## config.mk

```make
export PLATFORM = sky130hd
export DESIGN_NAME = instr_loader_ctrl
export DESIGN_NICKNAME = d
export VERILOG_FILES = /design/src/rtl/instr_loader_ctrl.sv
export SDC_FILE = /design/constraint.sdc
export NUM_CORES = 1
export LEC_CHECK = 0
export ABC_AREA = 1
export CAP_MARGIN = 30
export CORE_MARGIN = 2
export CORE_UTILIZATION = 49
export CTS_BUF_LIST = sky130_fd_sc_hd__clkbuf_8 sky130_fd_sc_hd__clkbuf_16
export DETAILED_ROUTE_END_ITERATION = 8
export GPL_TIMING_DRIVEN = 0
export PLACE_DENSITY = 0.81
export RECOVER_POWER = 25
export SLEW_MARGIN = 20
export SYNTH_ARGS = -nofsm -noshare
export SYNTH_HDL_FRONTEND = slang
export SYNTH_SLANG_ARGS = --single-unit
```

## constraint.sdc

```tcl
create_clock -name clk -period 1.7 [get_ports clk]
set_input_delay 0.17 -clock clk [delete_from_list [all_inputs] [get_ports clk]]
set_output_delay 0.17 -clock clk [all_outputs]
set_load 0.02 [all_outputs]
```

## src/rtl/instr_loader_ctrl.sv

```systemverilog
// Boot-loader and access sequencer for a 256x16 instruction memory: loads a
// length-prefixed big-endian byte stream into memory, then hands the read port to the CPU.
`timescale 1ns/1ps

module instr_loader_ctrl #(
    parameter int ADDR_W = 8,
    parameter int DATA_W = 16
) (
    input  logic              clk,
    input  logic              rst_n,
    input  logic              load_req,
    input  logic [7:0]        byte_in,
    input  logic              byte_valid,
    output logic              byte_ready,
    input  logic [ADDR_W-1:0] pc,
    output logic [ADDR_W-1:0] mem_addr,
    output logic [DATA_W-1:0] mem_data,
    output logic              mem_we,
    output logic              cpu_stall,
    output logic              load_busy,
    output logic              load_done,
    output logic [ADDR_W:0]   words_loaded,
    output logic [2:0]        dbg_state,
    output logic [ADDR_W-1:0] dbg_wr_ptr
);

    typedef enum logic [2:0] {
        S_BOOT    = 3'd0,
        S_GET_LEN = 3'd1,
        S_GET_HI  = 3'd2,
        S_GET_LO  = 3'd3,
        S_WRITE   = 3'd4,
        S_DONE    = 3'd5,
        S_RUN     = 3'd6
    } state_t;

    localparam logic [ADDR_W:0] FULL_LEN = (ADDR_W+1)'(256);

    state_t              r_state;
    state_t              w_next;
    logic [ADDR_W:0]     r_remaining;
    logic [ADDR_W:0]     r_words;
    logic [ADDR_W-1:0]   r_wr_ptr;
    logic [7:0]          r_hi;
    logic [DATA_W-1:0]   r_word;
    logic                w_xfer;
    logic [ADDR_W:0]     w_len;

    // Handshake: a byte moves on any rising edge where byte_valid and
    // byte_ready are both high; byte_ready depends only on state, never on byte_valid.
    assign w_xfer = byte_valid && byte_ready;
    assign w_len  = (byte_in == 8'd0) ? FULL_LEN : (ADDR_W+1)'(byte_in);

    always_ff @(posedge clk) begin
        if (!rst_n) begin
            r_state <= S_BOOT;
        end else begin
            r_state <= w_next;
        end
    end

    always_comb begin
        w_next = r_state;
        case (r_state)
            S_BOOT:    if (load_req) w_next = S_GET_LEN;
            S_GET_LEN: if (w_xfer)   w_next = S_GET_HI;
            S_GET_HI:  if (w_xfer)   w_next = S_GET_LO;
            S_GET_LO:  if (w_xfer)   w_next = S_WRITE;
            S_WRITE:   w_next = (r_remaining == (ADDR_W+1)'(1)) ? S_DONE : S_GET_HI;
            S_DONE:    w_next = S_RUN;
            S_RUN:     if (load_req) w_next = S_GET_LEN;
            default:   w_next = S_BOOT;
        endcase
    end

    // The half-assembled high byte lives apart from r_word so mem_data keeps
    // showing the last complete word until the next one is assembled.
    always_ff @(posedge clk) begin
        if (!rst_n) begin
            r_remaining <= '0;
            r_words     <= '0;
            r_wr_ptr    <= '0;
            r_hi        <= '0;
            r_word      <= '0;
        end else begin
            case (r_state)
                S_GET_LEN: begin
                    if (w_xfer) begin
                        r_remaining <= w_len;
                        r_wr_ptr    <= '0;
                        r_words     <= '0;
                    end
                end
                S_GET_HI: begin
                    if (w_xfer) r_hi <= byte_in;
                end
                S_GET_LO: begin
                    if (w_xfer) r_word <= {r_hi, byte_in};
                end
                S_WRITE: begin
                    r_wr_ptr    <= r_wr_ptr + 1'b1;
                    r_words     <= r_words + 1'b1;
                    r_remaining <= r_remaining - 1'b1;
                end
                default: ;
            endcase
        end
    end

    always_comb begin
        byte_ready = 1'b0;
        mem_we     = 1'b0;
        mem_addr   = '0;
        cpu_stall  = 1'b1;
        load_busy  = 1'b0;
        load_done  = 1'b0;
        case (r_state)
            S_BOOT: ;
            S_GET_LEN, S_GET_HI, S_GET_LO: begin
                byte_ready = 1'b1;
                load_busy  = 1'b1;
                mem_addr   = r_wr_ptr;
            end
            S_WRITE: begin
                mem_we    = 1'b1;
                load_busy = 1'b1;
                mem_addr  = r_wr_ptr;
            end
            S_DONE: begin
                load_busy = 1'b1;
                load_done = 1'b1;
                mem_addr  = pc;
            end
            S_RUN: begin
                cpu_stall = 1'b0;
                mem_addr  = pc;
            end
            default: ;
        endcase
    end

    assign mem_data     = r_word;
    assign words_loaded = r_words;
    assign dbg_state    = r_state;
    assign dbg_wr_ptr   = r_wr_ptr;

endmodule

```

---- Yosys cells after proc, flatten, opt, wreduce, memory -nomap -nowiden ----
Index checks and enable logic that the tools add are counted.
Widths: inputs -> output; s select.
word-level totals
  register bits after elaboration ......... 53
  output and inout bits ................... 49
  word-level logic and storage cells ...... 52
operators by class
  $add $sub $neg .......................... 3
  equal/unequal tests ..................... 11
  mux-type cells .......................... 19
  reductions and logical operators ........ 13
operators by type and width
  cell                 number
  $pmux 9 s2           2
  $pmux 8 s2           2
  $mux 9               3
  $pmux 3 s6           1
  $mux 3               5
  $add 9x1->9 const B  1
  $eq 3x3->1 const B   3
  $eq 9x1->1 const B   1
  $sub 9x1->9 const B  1
  $add 8x1->8 const B  1
  $logic_not 8->1      1
  $mux 8               1
  $eq 3x2->1 const B   2
  $ne 2x2->1 const B   3
  $reduce_and 2->1     3
  $mux 1               5
  $reduce_or 5->1      1
  $reduce_and 4->1     1
  $reduce_or 2->1      2
  $reduce_or 4->1      1
  $eq 3x1->1 const B   1
  $logic_not 3->1      1
  $reduce_or 3->1      1
  $ne 2x1->1 const B   1
  2 further kinds      2

---- Longest topological paths before layout ----
Gate-level depths: netlist (run 1).
  depth in word-level cells ............... 6
  depth in mapped cells ................... 9
  gate-level depth less buffers ........... 9

---- Worst setup path after synthesis (run 1) ----
Ideal clock, no wire load.
  kind .................................... flip-flop to output port
  start point ............................. register r_state[1] (netlist: dbg_state[1])
  end point ............................... output mem_addr[0]
  data arrival time ....................... 1,537 ps
  data required time ...................... 1,530 ps
  path slack .............................. -7 ps
  cell stages (with the launch flop) ...... 7
  path buffers ............................ 0
  cell sequence ........................... dfxtp_1 inv_2 nand2_1 nand2_1 inv_2 a21oi_2 o21ai_0
between the ends
  cells in the longest elaborated chain, start to end .. 3
  elaborated cells on any way between the ends .. 9
  those cells by class .................... eq/ne (6); mux (1); reduce/logical (2)
RTL lines
  item                                                                 RTL line  text
  start, declared                                                      39        state_t r_state;
  start signal, assigned                                               58        r_state <= w_next;
  $eq 3x3->1 (tied with other cells)                                   117       case (r_state)
  $reduce_or 4->1 (no source line) or $reduce_or 2->1 (tied branches)  n/a
  $pmux 8 s2 (*)                                                       117
  end, declared                                                        16        output logic [ADDR_W-1:0] mem_addr,
Every way passes the cells marked *; elsewhere a longest branch is shown, timed or not.

---- Worst setup path after layout (run 1) ----
  start point ............................. register r_state[1] (netlist: dbg_state[1])
  end point ............................... output mem_addr[7]
Same word-level chain as after synthesis.

==> run metrics, run 1 <==
status=complete, no violations; Post-DP Area=3430 µm²; Post-synth EDFFs=0; Layout Nets=501; worst hold endpoint=mem_data[14]; drt total wl=7640 µm; crit-path cells=inv_4 -> nand2_2 -> nand2_2 -> inv_4 -> a21oi_4 -> buf_6 -> o21ai_2 -> buf_6; top routing layer used=met4; Core Util, Final=72.1%; synth warn=0; pwr/cell area=1010 nW/µm²; DRT antenna net count=0; met3 wire length=374 µm; metal2 WL=3720 µm; FF-to-FF Start=dbg_state[2]; static leakage=1.56 nW; core area=5170 µm²; cts bufs inserted=5; Hold WS=498 ps; Max IR drop VDD=0.656 mV; Period minus WS final=1700 ps; Max-slew headroom=61.5%; layout cell share with drive strength beyond 1=16.1%; RSZ-0062 raised after global routing=true; Clock Latency Late Sink=310 ps; final routed DRC violation total=0; post-route cell area=3730 µm²; diode count=0; Sink Count=53; CTS tree=done; Mapped Cells=390; post-DP HPWL=5130 µm; die span in x=77.8 µm; dpl cells=528; port buffer count=68; maxcap violations=0; post-synthesis adder-cell area fraction=1.88%; worst slew pin tran=577 ps; vias per std cell=5.28; Synth Area in XOR/XNOR=0%; first-pass iteration count of the detailed router=5; Max H-tree Level=2; via count=2893; clk slew on worst S/H paths=100 ps; Die Area=6050 µm²; commonest non-fill, non-tap cells in the layout=73 x nand2_1, 55 x clkdlybuf4s50_1, 50 x dfxtp_1; required time of the critical path=1530 ps; top_reg_cell synth=dfxtp_1; asr flop ratio synth=0%; Layout Cells excl Fill=548; Setup-failing EPs final=0; Hold Startpoint=mem_data[14]; sequential fraction of the synthesis area=39.8%; total track usage=24.9%; Synth Area per Inst=6.83 µm²; Hold Path Class=flop to flop; CTS Buffer Depth=2; post-synth cell types=26; initial core utilization=51.5%; most common cell after layout, fill and taps aside=nand2_1; Crit. End Element=output port; fin. max-slew vios=0; Final GP Congestion=0.951; Worst Setup Start Kind=flop; CP Class=flop to output port; skew final=15.9 ps; total power=3.76 mW; R2R Setup Slk=140 ps; Worst R2R Path Depth=9; main combinational cell family by area after synthesis=simple AND/OR/NAND/NOR gates; Hold Vio Cnt, Final=0; GRT overflow=0; vias in the first global route=2568; Compound-Gate Fraction of Synth Area=20.0%; I/O pin total=69; row count=26; syn nets=414; CP max FO=7; fmax=0.589 GHz; iteration-0 DRC count of the detailed router=216; Yosys reg bits=53; root buf cell=clkbuf_8; Critical Path Start=dbg_state[1]; mux contribution to synthesized area=0%; slowest stage delay, CP=410 ps; Worst path slowest cell=dfxtp_4; WL met1=3400 µm; Hold Path Cell Cnt=2; first-pass GRT wire length=12200 µm; Final Cycle Share=99.9%; hold buffer count at cts=0; reg-to-reg endpoint=r_remaining[1]; CP arrival=1530 ps; simple-gate share of the synthesized area=27.1%; drt wl/cell=13.9 µm; synthesized area=2670 µm²; initial antenna violation count=0; area delta synth->final=39.9%; largest net degree at the start of global routing=18; Die Y=77.8 µm
## power by group
part | leakage, nW | switching [mW] | internal (mW) | total [mW]
clock | 0.0481 | 0.432 | 0.293 | 0.725
combinational | 1.08 | 0.915 | 0.627 | 1.54
sequential | 0.430 | 0.125 | 1.37 | 1.49
total | 1.56 | 1.47 | 2.29 | 3.76
## cell usage after synthesis (5+ instances only)
cell type / n / share of area (%)
a21oi_1: 44 / 8.3
buf_6: 5 / 2.1
clkbuf_1: 5 / 0.70
dfxtp_1: 53 / 40
inv_1: 42 / 5.9
inv_2: 7 / 0.99
nand2_1: 82 / 12
nand3_1: 16 / 3.0
nand4_1: 6 / 1.4
nor2_1: 49 / 6.9
o21ai_0: 52 / 9.8
## repair_timing
item                       4_1_cts  5_1_grt
gates resized for setup         54       53
buffers inserted                 4        7
setup endpoints to repair       13       11
cloned                           1        0
pin swaps                        1        7
## per-layer routing
layer  global-route usage [%]  vias up
li1                         -     1445
met1                     34.8     1327
met2                     39.3      109
met3                     3.72       12
met4                     8.39        0
met5                        0        -
## kinds of logic after synthesis
| logic type | after synthesis |
|---|---|
| AND/OR/NAND/NOR | 165 |
| AO/OA/AOI/OAI | 104 |
| buffers and inverters | 64 |
| flip-flops | 53 |
| adder cells (fa/ha/maj) | 4 |
## worst max path at each step
stage,endpoint,slack [ps],depth (start not counted)
2_1_floorplan,mem_addr[0],-7,6
3_3_place_gp,mem_addr[3],-260,6
3_5_place_dp,mem_addr[4],-280,6
4_1_cts,load_busy,-110,7
5_1_grt,mem_addr[7],-70,8
6_report,mem_addr[7],2,8
## registers in the layout (all words and copies together) (netlist names)
signal and flops:
dbg_state 3, dbg_wr_ptr 8, mem_data 16, r_hi 8
r_remaining 9, words_loaded 9
## worst max-delay path, delay by kind of cell (launching register included)
| kind | cells | cell delay, ps |
|---|---|---|
| buf+inv | 4 | 410 |
| flops | 1 | 410 |
| simple gates | 2 | 140 |
| compound gates | 2 | 260 |
## final cells by class
| cell class | instances | area (µm²) |
|---|---|---|
| clock buffer | 5 | 68.8 |
| fill | 429 | 1440 |
| tap | 70 | 87.6 |
| buffer | 14 | 115 |
| multi-input combinational | 274 | 1400 |
| clock inverter | 3 | 22.5 |
| timing repair buffer | 79 | 756 |
| inverter | 50 | 205 |
| sequential | 53 | 1070 |
## per-stage QoR
stage	worst slack (ps)	TNS [ps]
2_1_floorplan	-6.68	-53.4
3_3_place_gp	-260	-3660
3_5_place_dp	-282	-3510
4_1_cts	-105	-530
5_1_grt	-67.6	-264
6_report	2.14	0
Power figures use the tool's default switching activity.
==> inputs of run 2 (changes only) <==
GPL_TIMING_DRIVEN = unset   (was 0)
==> run metrics, run 2 (same netlist as run 1, synthesis figures left out) <==
iteration-0 DRC count of the detailed router=155 (was 216); Hold WS=491 ps (was 498 ps); maxcap violations=0 (unchanged); area delta synth->final=37.7% (was 39.9%); Hold Startpoint=mem_data[13] (was mem_data[14]); Max-slew headroom=66.2% (was 61.5%); Core Util, Final=70.9% (was 72.1%); Hold Vio Cnt, Final=0 (unchanged); row count=26 (unchanged); I/O pin total=69 (unchanged); pwr/cell area=1000 nW/µm² (was 1010 nW/µm²); CP Class=flop to output port (unchanged); final routed DRC violation total=0 (unchanged); cts bufs inserted=5 (unchanged); Crit. End Element=output port (unchanged); core area=5170 µm² (unchanged); largest net degree at the start of global routing=25 (was 18); Worst Setup Start Kind=flop (unchanged); dpl cells=534 (was 528); first-pass GRT wire length=11200 µm (was 12200 µm); Hold Path Class=flop to flop (unchanged); Die Area=6050 µm² (unchanged); drt total wl=7050 µm (was 7640 µm); skew final=9.82 ps (was 15.9 ps); Die Y=77.8 µm (unchanged); reg-to-reg endpoint=dbg_state[0] (was r_remaining[1]); FF-to-FF Start=dbg_state[0] (was dbg_state[2]); vias in the first global route=2552 (was 2568); total track usage=22.7% (was 24.9%); die span in x=77.8 µm (unchanged); root buf cell=clkbuf_8 (unchanged); Layout Nets=500 (was 501); Worst R2R Path Depth=10 (was 9); layout cell share with drive strength beyond 1=15.7% (was 16.1%); port buffer count=68 (unchanged); RSZ-0062 raised after global routing=true (unchanged); first-pass iteration count of the detailed router=4 (was 5); Sink Count=53 (unchanged); R2R Setup Slk=160 ps (was 140 ps); post-DP HPWL=4920 µm (was 5130 µm); worst slew pin tran=506 ps (was 577 ps); GRT overflow=0 (unchanged); fmax=0.592 GHz (was 0.589 GHz); static leakage=1.55 nW (was 1.56 nW); most common cell after layout, fill and taps aside=nand2_1 (unchanged); vias per std cell=5.15 (was 5.28); Layout Cells excl Fill=547 (was 548); Clock Latency Late Sink=310 ps (about the same); setup_tns=0 ps (unchanged); Final Cycle Share=99.3% (was 99.9%); Max H-tree Level=2 (unchanged); clk slew on worst S/H paths=100 ps (about the same); Hold Path Cell Cnt=2 (unchanged); CP arrival=1520 ps (was 1530 ps); Final GP Congestion=0.940 (was 0.951); fillcell total=434 (was 429); diode count=0 (unchanged); Max IR drop VDD=0.491 mV (was 0.656 mV); status=complete, no violations (unchanged); max FFs per register=16 (unchanged); pre-CTS setup slack=-150 ps (was -282 ps); Setup-failing EPs final=0 (unchanged); CTS Buffer Depth=2 (unchanged); worst hold endpoint=mem_data[13] (was mem_data[14]); initial core utilization=51.5% (unchanged); fin. max-slew vios=0 (unchanged); required time of the critical path=1530 ps (about the same); final setup margin=11.3 ps (was 2.14 ps); Period minus WS final=1690 ps (was 1700 ps); DRT antenna net count=0 (unchanged); CP max FO=4 (was 7); initial antenna violation count=0 (unchanged); CTS tree=done (unchanged); commonest non-fill, non-tap cells in the layout=75 x nand2_1, 55 x clkdlybuf4s50_1, 50 x dfxtp_1 (was 73 x nand2_1, 55 x clkdlybuf4s50_1, 50 x dfxtp_1); drt wl/cell=12.9 µm (was 13.9 µm); via count=2819 (was 2893)
==> run 2: cell count changes in the layout (fill, tap and decap cells not counted), moves of 3 or more <==
cell	before	now
buf_4	13	21
buf_6	12	5
clkbuf_1	4	0
o21ai_0	45	49
buf_2	2	5
==> run 2: through the flow <==
| stage | cell area [µm²] | power, mW |
|---|---|---|
| floorplan | 2670 | 2.31 |
| global placement | 3470 | 2.75 |
| detailed placement | 3470 | 2.79 |
| CTS | 3600 | 3.58 |
| global route | 3670 | 3.93 |
| finish | 3670 | 3.69 |
==> run 2: layer usage <==
metal  vias to the layer above  share of wire (%)  GRT usage [%]
li1                       1441                  -              -
met1                      1281                 44           28.0
met2                        81                 49           39.5
met3                        16                4.8           4.07
met4                         0                2.1           7.86
met5                         -                  0              0
==> run 2: worst max-delay path: stages, from the launching register on <==
cell and delay, ps:
dfxtp_4 370, buf_6 130, nand2_8 60, inv_6 30, nand2_4 60, nand2_4 80
a21oi_4 160, buf_6 130, o21ai_2 60, buf_6 120
==> run 2: what timing repair did <==
action                     CTS  global route
cloned                       1             0
buffers inserted             1             3
pin swaps                    0             4
setup endpoints to repair   13            13
hold buffers                 0             0
resized for setup           48            42
==> run 2: worst max path at each step <==
stage	from	end	slack, ps
finish	dbg_state[0]	mem_addr[2]	10
detailed placement	dbg_state[1]	mem_addr[1]	-150
floorplan	dbg_state[1]	mem_addr[0]	-7
CTS	dbg_state[0]	mem_addr[6]	-120
global route	dbg_state[1]	mem_addr[2]	-70
global placement	dbg_state[1]	mem_addr[3]	-80
==> run 2: cell type report <==
cell class | count | area [µm²] | area share, %
well taps | 70 | 87.6 | 2.39
flip-flops and latches | 53 | 1070 | 29.2
inverters | 50 | 200 | 5.46
clock buffers | 5 | 68.8 | 1.88
clock inverters | 3 | 22.5 | 0.614
repair buffers | 92 | 838 | 22.8
multi-input cells | 274 | 1380 | 37.7
==> run 2: report_power, final <==
group / leakage (nW) / internal, mW / switching, mW
combinational: 1.07 / 0.612 / 0.887
clock: 0.0481 / 0.293 / 0.424
sequential: 0.430 / 1.37 / 0.104
total: 1.55 / 2.27 / 1.42
